**src/rtl/pipe_pkg.sv**
```systemverilog
`default_nettype none
// ============================================================================
//  Module   : pipe_pkg
//  Purpose  : Shared widths, control-field layout and bubble encoding for the
//             MIPS pipeline-stage registers.
//  Revision : 1.0  initial release
// ============================================================================
package pipe_pkg;

   localparam int unsigned PIPE_DATA_W_DEF = 32;
   localparam int unsigned PIPE_CTRL_W_DEF = 16;
   localparam int unsigned PIPE_OCC_W      = 2;

   // Payload widths of each inter-stage register
   localparam int unsigned PIPE_IFID_W  = 64;   // PC+4, instruction
   localparam int unsigned PIPE_IDEX_W  = 143;  // PC+4, rs, rt, imm, rs/rt/rd ids
   localparam int unsigned PIPE_EXMEM_W = 102;  // target, ALU result, rt, zero, rd id
   localparam int unsigned PIPE_MEMWB_W = 69;   // read data, ALU result, rd id

   localparam int unsigned CTRL_REGWRITE = 0;
   localparam int unsigned CTRL_MEMTOREG = 1;
   localparam int unsigned CTRL_MEMREAD  = 2;
   localparam int unsigned CTRL_MEMWRITE = 3;
   localparam int unsigned CTRL_BRANCH   = 4;
   localparam int unsigned CTRL_ALUSRC   = 5;
   localparam int unsigned CTRL_REGDST   = 6;
   localparam int unsigned CTRL_ALUOP_LO = 7;
   localparam int unsigned CTRL_ALUOP_HI = 8;
   localparam int unsigned CTRL_JUMP     = 9;

   localparam logic [PIPE_CTRL_W_DEF-1:0] CTRL_BUBBLE = '0;

   typedef enum logic [1:0] {
      SKID_EMPTY = 2'b00,
      SKID_MAIN  = 2'b10,
      SKID_FULL  = 2'b11
   } skid_state_e;

   function automatic logic ctrl_has_side_effects(input logic [PIPE_CTRL_W_DEF-1:0] ctrl);
      return ctrl[CTRL_REGWRITE] | ctrl[CTRL_MEMREAD] | ctrl[CTRL_MEMWRITE]
           | ctrl[CTRL_BRANCH]   | ctrl[CTRL_JUMP];
   endfunction

endpackage
`default_nettype wire

```
**src/rtl/pipe_entry_reg.sv**
```systemverilog
`default_nettype none
// ============================================================================
//  Module   : pipe_entry_reg
//  Purpose  : One valid+data+ctrl holding register; clearing forces the
//             payload to zero and the control word to the bubble encoding.
//  Revision : 1.0  initial release
// ============================================================================
module pipe_entry_reg
   import pipe_pkg::*;
#(
   parameter int unsigned       DATA_W      = PIPE_DATA_W_DEF,
   parameter int unsigned       CTRL_W      = PIPE_CTRL_W_DEF,
   parameter logic [CTRL_W-1:0] BUBBLE_CTRL = '0
) (
   input  logic              clk,
   input  logic              rst,
   input  logic              i_clear,
   input  logic              i_load,
   input  logic [DATA_W-1:0] i_data,
   input  logic [CTRL_W-1:0] i_ctrl,
   output logic              o_valid,
   output logic [DATA_W-1:0] o_data,
   output logic [CTRL_W-1:0] o_ctrl
);

   logic              r_valid;
   logic [DATA_W-1:0] r_data;
   logic [CTRL_W-1:0] r_ctrl;

   // Clear wins over load so a flush can never be overridden by a transfer
   always_ff @(posedge clk) begin
      if (rst || i_clear) begin
         r_valid <= 1'b0;
         r_data  <= '0;
         r_ctrl  <= BUBBLE_CTRL;
      end else if (i_load) begin
         r_valid <= 1'b1;
         r_data  <= i_data;
         r_ctrl  <= i_ctrl;
      end
   end

   assign o_valid = r_valid;
   assign o_data  = r_data;
   assign o_ctrl  = r_ctrl;

endmodule
`default_nettype wire

```
**src/rtl/pipe_stage_skid.sv**
```systemverilog
`default_nettype none
// ============================================================================
//  Module   : pipe_stage_skid
//  Purpose  : Valid/ready pipeline-stage register with a 2-entry skid buffer,
//             backpressure stall and flush-to-bubble; in_ready is registered.
//  Revision : 1.0  initial release
// ============================================================================
module pipe_stage_skid
   import pipe_pkg::*;
#(
   parameter int unsigned       DATA_W      = PIPE_DATA_W_DEF,
   parameter int unsigned       CTRL_W      = PIPE_CTRL_W_DEF,
   parameter logic [CTRL_W-1:0] BUBBLE_CTRL = '0
) (
   input  logic                  clk,
   input  logic                  reset,
   input  logic                  flush,
   input  logic                  in_valid,
   output logic                  in_ready,
   input  logic [DATA_W-1:0]     in_data,
   input  logic [CTRL_W-1:0]     in_ctrl,
   output logic                  out_valid,
   input  logic                  out_ready,
   output logic [DATA_W-1:0]     out_data,
   output logic [CTRL_W-1:0]     out_ctrl,
   output logic [PIPE_OCC_W-1:0] occupancy
);

   logic              w_main_valid;
   logic [DATA_W-1:0] w_main_data;
   logic [CTRL_W-1:0] w_main_ctrl;
   logic              w_skid_valid;
   logic [DATA_W-1:0] w_skid_data;
   logic [CTRL_W-1:0] w_skid_ctrl;

   logic              w_acc;
   logic              w_pop;
   logic              w_main_load;
   logic              w_main_clr;
   logic [DATA_W-1:0] w_main_d;
   logic [CTRL_W-1:0] w_main_c;
   logic              w_skid_load;
   logic              w_skid_clr;

   assign in_ready = ~w_skid_valid;
   assign w_acc    = in_valid & ~w_skid_valid & ~flush;
   assign w_pop    = w_main_valid & out_ready;

   always_comb begin
      w_main_load = 1'b0;
      w_main_clr  = 1'b0;
      w_main_d    = in_data;
      w_main_c    = in_ctrl;
      w_skid_load = 1'b0;
      w_skid_clr  = 1'b0;
      if (flush) begin
         w_main_clr = 1'b1;
         w_skid_clr = 1'b1;
      end else if (!w_main_valid) begin
         w_main_load = w_acc;
      end else if (w_pop) begin
         if (w_skid_valid) begin
            w_main_load = 1'b1;
            w_main_d    = w_skid_data;
            w_main_c    = w_skid_ctrl;
            w_skid_clr  = 1'b1;
         end else if (w_acc) begin
            w_main_load = 1'b1;
         end else begin
            // Emptying reloads the bubble encoding so stale payload never shows
            w_main_clr  = 1'b1;
         end
      end else if (w_acc) begin
         w_skid_load = 1'b1;
      end
   end

   pipe_entry_reg #(
      .DATA_W      (DATA_W),
      .CTRL_W      (CTRL_W),
      .BUBBLE_CTRL (BUBBLE_CTRL)
   ) u_main (
      .clk     (clk),
      .rst     (reset),
      .i_clear (w_main_clr),
      .i_load  (w_main_load),
      .i_data  (w_main_d),
      .i_ctrl  (w_main_c),
      .o_valid (w_main_valid),
      .o_data  (w_main_data),
      .o_ctrl  (w_main_ctrl)
   );

   pipe_entry_reg #(
      .DATA_W      (DATA_W),
      .CTRL_W      (CTRL_W),
      .BUBBLE_CTRL (BUBBLE_CTRL)
   ) u_skid (
      .clk     (clk),
      .rst     (reset),
      .i_clear (w_skid_clr),
      .i_load  (w_skid_load),
      .i_data  (in_data),
      .i_ctrl  (in_ctrl),
      .o_valid (w_skid_valid),
      .o_data  (w_skid_data),
      .o_ctrl  (w_skid_ctrl)
   );

   assign out_valid = w_main_valid;
   assign out_data  = w_main_data;
   assign out_ctrl  = w_main_ctrl;
   assign occupancy = {1'b0, w_main_valid} + {1'b0, w_skid_valid};

endmodule
`default_nettype wire

```
**config.mk**
```make
export PLATFORM = sky130hd
export DESIGN_NAME = pipe_stage_skid
export DESIGN_NICKNAME = d
export VERILOG_FILES = /design/src/rtl/pipe_pkg.sv /design/src/rtl/pipe_entry_reg.sv /design/src/rtl/pipe_stage_skid.sv
export SDC_FILE = /design/constraint.sdc
export NUM_CORES = 1
export LEC_CHECK = 0
export ABC_CLOCK_PERIOD_IN_PS = 1750
export BUFFER_PORTS_ARGS = -buffer_cell sky130_fd_sc_hd__buf_2
export CAP_MARGIN = 5
export CORE_ASPECT_RATIO = 2
export CORE_MARGIN = 3
export CORE_UTILIZATION = 45
export DETAILED_ROUTE_END_ITERATION = 8
export GPL_ROUTABILITY_DRIVEN = 0
export PLACE_DENSITY = 0.7
export SYNTH_ARGS = -nofsm -noshare
export SYNTH_HDL_FRONTEND = slang
export SYNTH_SLANG_ARGS = --single-unit
export TNS_END_PERCENT = 30
```
**constraint.sdc**
```tcl
create_clock -name clk -period 1.75 [get_ports clk]
set_input_delay 0.2625 -clock clk [delete_from_list [all_inputs] [get_ports clk]]
set_output_delay 0.2625 -clock clk [all_outputs]
set_load 0.03 [all_outputs]
```
==> impl_results.md <==
- # H-tree levels: 3
- CP top delay family: simple AND/OR/NAND/NOR gates
- CP Data Arrival Time: 1.85 ns
- First-iteration detailed-routing DRC count: 273
- I/O Pins: 105
- Via density: 5.263
- Initial antenna violation count: 0
- Leakage power: 1.967 nW
- Clock Pin Slew Worst Setup and Hold Paths: 0.06 ns
- Die Y: 135.4 um
- Hold Buf Count CTS: 0
- Worst skew pair latency: 0.34 ns
- Placed Cells: 669
- Critical Path Max Stage Delay: 0.65 ns
- Clk_skew: 0.004380 ns
- Crit start category: flop
- Mapped Area: 3765 um2
- Status: finished clean
- First-pass GRT wire length: 16110 um
- Clk sink count: 98
- Die area: 9566 um2
- CP Data Required Time: 1.97 ns
- P per Cell Area: 1001 nW/um2
- Slew @ Worst Pin: 0.2997 ns
- Residual DRC: 0
- Buf/Inv on CP: 1
- Commonest non-fill, non-tap cells in the layout: nand2_1, buf_2, dfxtp_1
- CTS tree: yes
- All-Layer GR Usage: 20.78%
- RSZ-0062 raised after global routing: no
- Slowest cell on the critical path: or4b_2
- Placed cell area: 4451 um2
- HPWL Detailed: 6662 um
- CP cell instances: nand2b_1 -> or4b_2 -> buf_4 -> nand2_1 -> a21oi_1
- GR Overflow Total: 0
- First-pass DRT Iterations: 7
- F_max: 0.6131 GHz
- CTS Buffer Depth: 2
- Share of layout cells above drive strength 1: 24.62%
- Largest net degree at the start of global routing: 77
- Slew HR: 79.95%
- Rows: 46
- Area growth syn-to-layout: 26.72%
- Cells after synthesis: 492
- Initial Utilization: 46.72%
- Setup TNS: 0 ns
- Crit share post-route: 93.20%
- Wire length per cell: 14.00 um
- Commonest non-fill, non-tap cell in the layout: nand2_1
- Final core occ: 59.21%
- Final WL: 9588 um
- Ant. Diodes: 0
- Final Hold Fails: 0
- Total number of vias: 3605
- Yosys cell types: 23
- Worst VDD drop: 784.5 uV
- CTS buffer count: 9
- Synth Net Count: 546
- Root buffer cell: clkbuf_16
- Final ANT Viol Nets: 0
- Min cycle time layout: 1.631 ns
- CP Capture Type: flop
- CORE AREA: 8058 um2
- Chip width: 70.68 um
- Final instance area: 4771 um2
- Vias in the first global route: 3524
- Postcts setup bufs: 0
- Avg Inst Size Synth: 7.652 um2
- Number of synthesized register bits: 98
- Synthesis Warnings: 0
- Fin cells: 685
- Register area share after synthesis: 52.11%
- Port buffer count: 104
- Post-route setup slack: 0.1190 ns
- Final Max Slew Viols: 0
- Crit-path max FO: 20
- # resized after CTS: 0
- Pwr Total: 4.777 mW
- MaxCap Viol Count: 0
- Nets: 638
- Final setup vio count: 0
- Min-Delay Path Class: input pin to flop
- Pre-CTS setup slack: 0.07080 ns
- Worst setup path class: flop to flop
- Hold WS: 0.1681 ns
## cells in the mapped netlist
library cell  instances  area [um2]
or2_2                 1       6.260
o31a_1                1       8.760
ha_1                  1       12.51
o21a_1                1       7.510
a31oi_1              48       300.3
nand3_1               1       5.000
or2_1                 1       6.260
buf_2                12       60.06
nand2b_1              1       6.260
or4b_1                1       10.01
nor2_1                3       11.26
a21oi_2               1       8.760
clkbuf_2              3       15.01
inv_1                 1       3.750
nand2_1             194       728.2
a21oi_1              48       240.2
nor4b_2               1       15.01
dfxtp_1              98        1962
buf_6                 1       11.26
o21ai_0              41       205.2
a211oi_2              1       12.51
clkbuf_1             25       93.84
o21ai_1               7       35.03
## final timing paths
path,endpoint,startpoint,slack (ns),depth (start not counted)
worst max-delay path,u_skid.o_data[0],u_main.o_valid,0.12,5
worst min-delay path,u_skid.o_ctrl[13],in_ctrl[13],0.17,3
worst max register to register,u_skid.o_data[0],u_main.o_valid,0.12,5
worst min register to register,u_skid.o_data[19],u_skid.o_data[19],0.45,2
## routing by layer
metal  up-vias  routed length (um)  global-route usage (%)
li1       1831                   -                       -
met1      1653                3818                   23.80
met2       106                5077                   36.95
met3        15                 494                   4.903
met4         0                 197                   7.950
met5         -                   0                       0
## state kept, by name (all words and copies together) (netlist names)
name / count
u_main.o_ctrl: 16
u_main.o_data: 32
u_main.o_valid: 1
u_skid.o_ctrl: 16
u_skid.o_data: 32
u_skid.o_valid: 1
## worst reg2reg max path, delay by kind of cell (launching register included)
family,cells,cell delay (ns)
buffers and inverters,1,0.23
AND/OR/NAND/NOR,3,0.84
AO/OA/AOI/OAI,1,0.07
flip-flops,1,0.37
## cell type report
| class | instances | area (um2) |
|---|---|---|
| Clock buffer | 11 | 242.7 |
| Timing Repair Buffer | 122 | 718.2 |
| Sequential cell | 98 | 1963 |
| Multi-Input combinational cell | 352 | 1645 |
| Tap cell | 96 | 120.1 |
| Fill cell | 762 | 3287 |
| Inverter | 1 | 3.754 |
| Clock inverter | 5 | 77.57 |
## power breakdown
part | switching (mW) | internal (mW) | leakage, nW
Clock | 0.814 | 1.29 | 0.156
Sequential | 0.0199 | 2.27 | 0.794
Combinational | 0.251 | 0.133 | 1.02
## logic make-up after synthesis
kind of cell	count (synthesis)	share of synthesized area [%]
buffers and inverters	42	4.885
flip-flops	98	52.11
AND/OR/NAND/NOR	203	20.94
adder cells (fa/ha/maj)	1	0.3323
AO/OA/AOI/OAI	148	21.73
(Power assumes the default switching activity.)
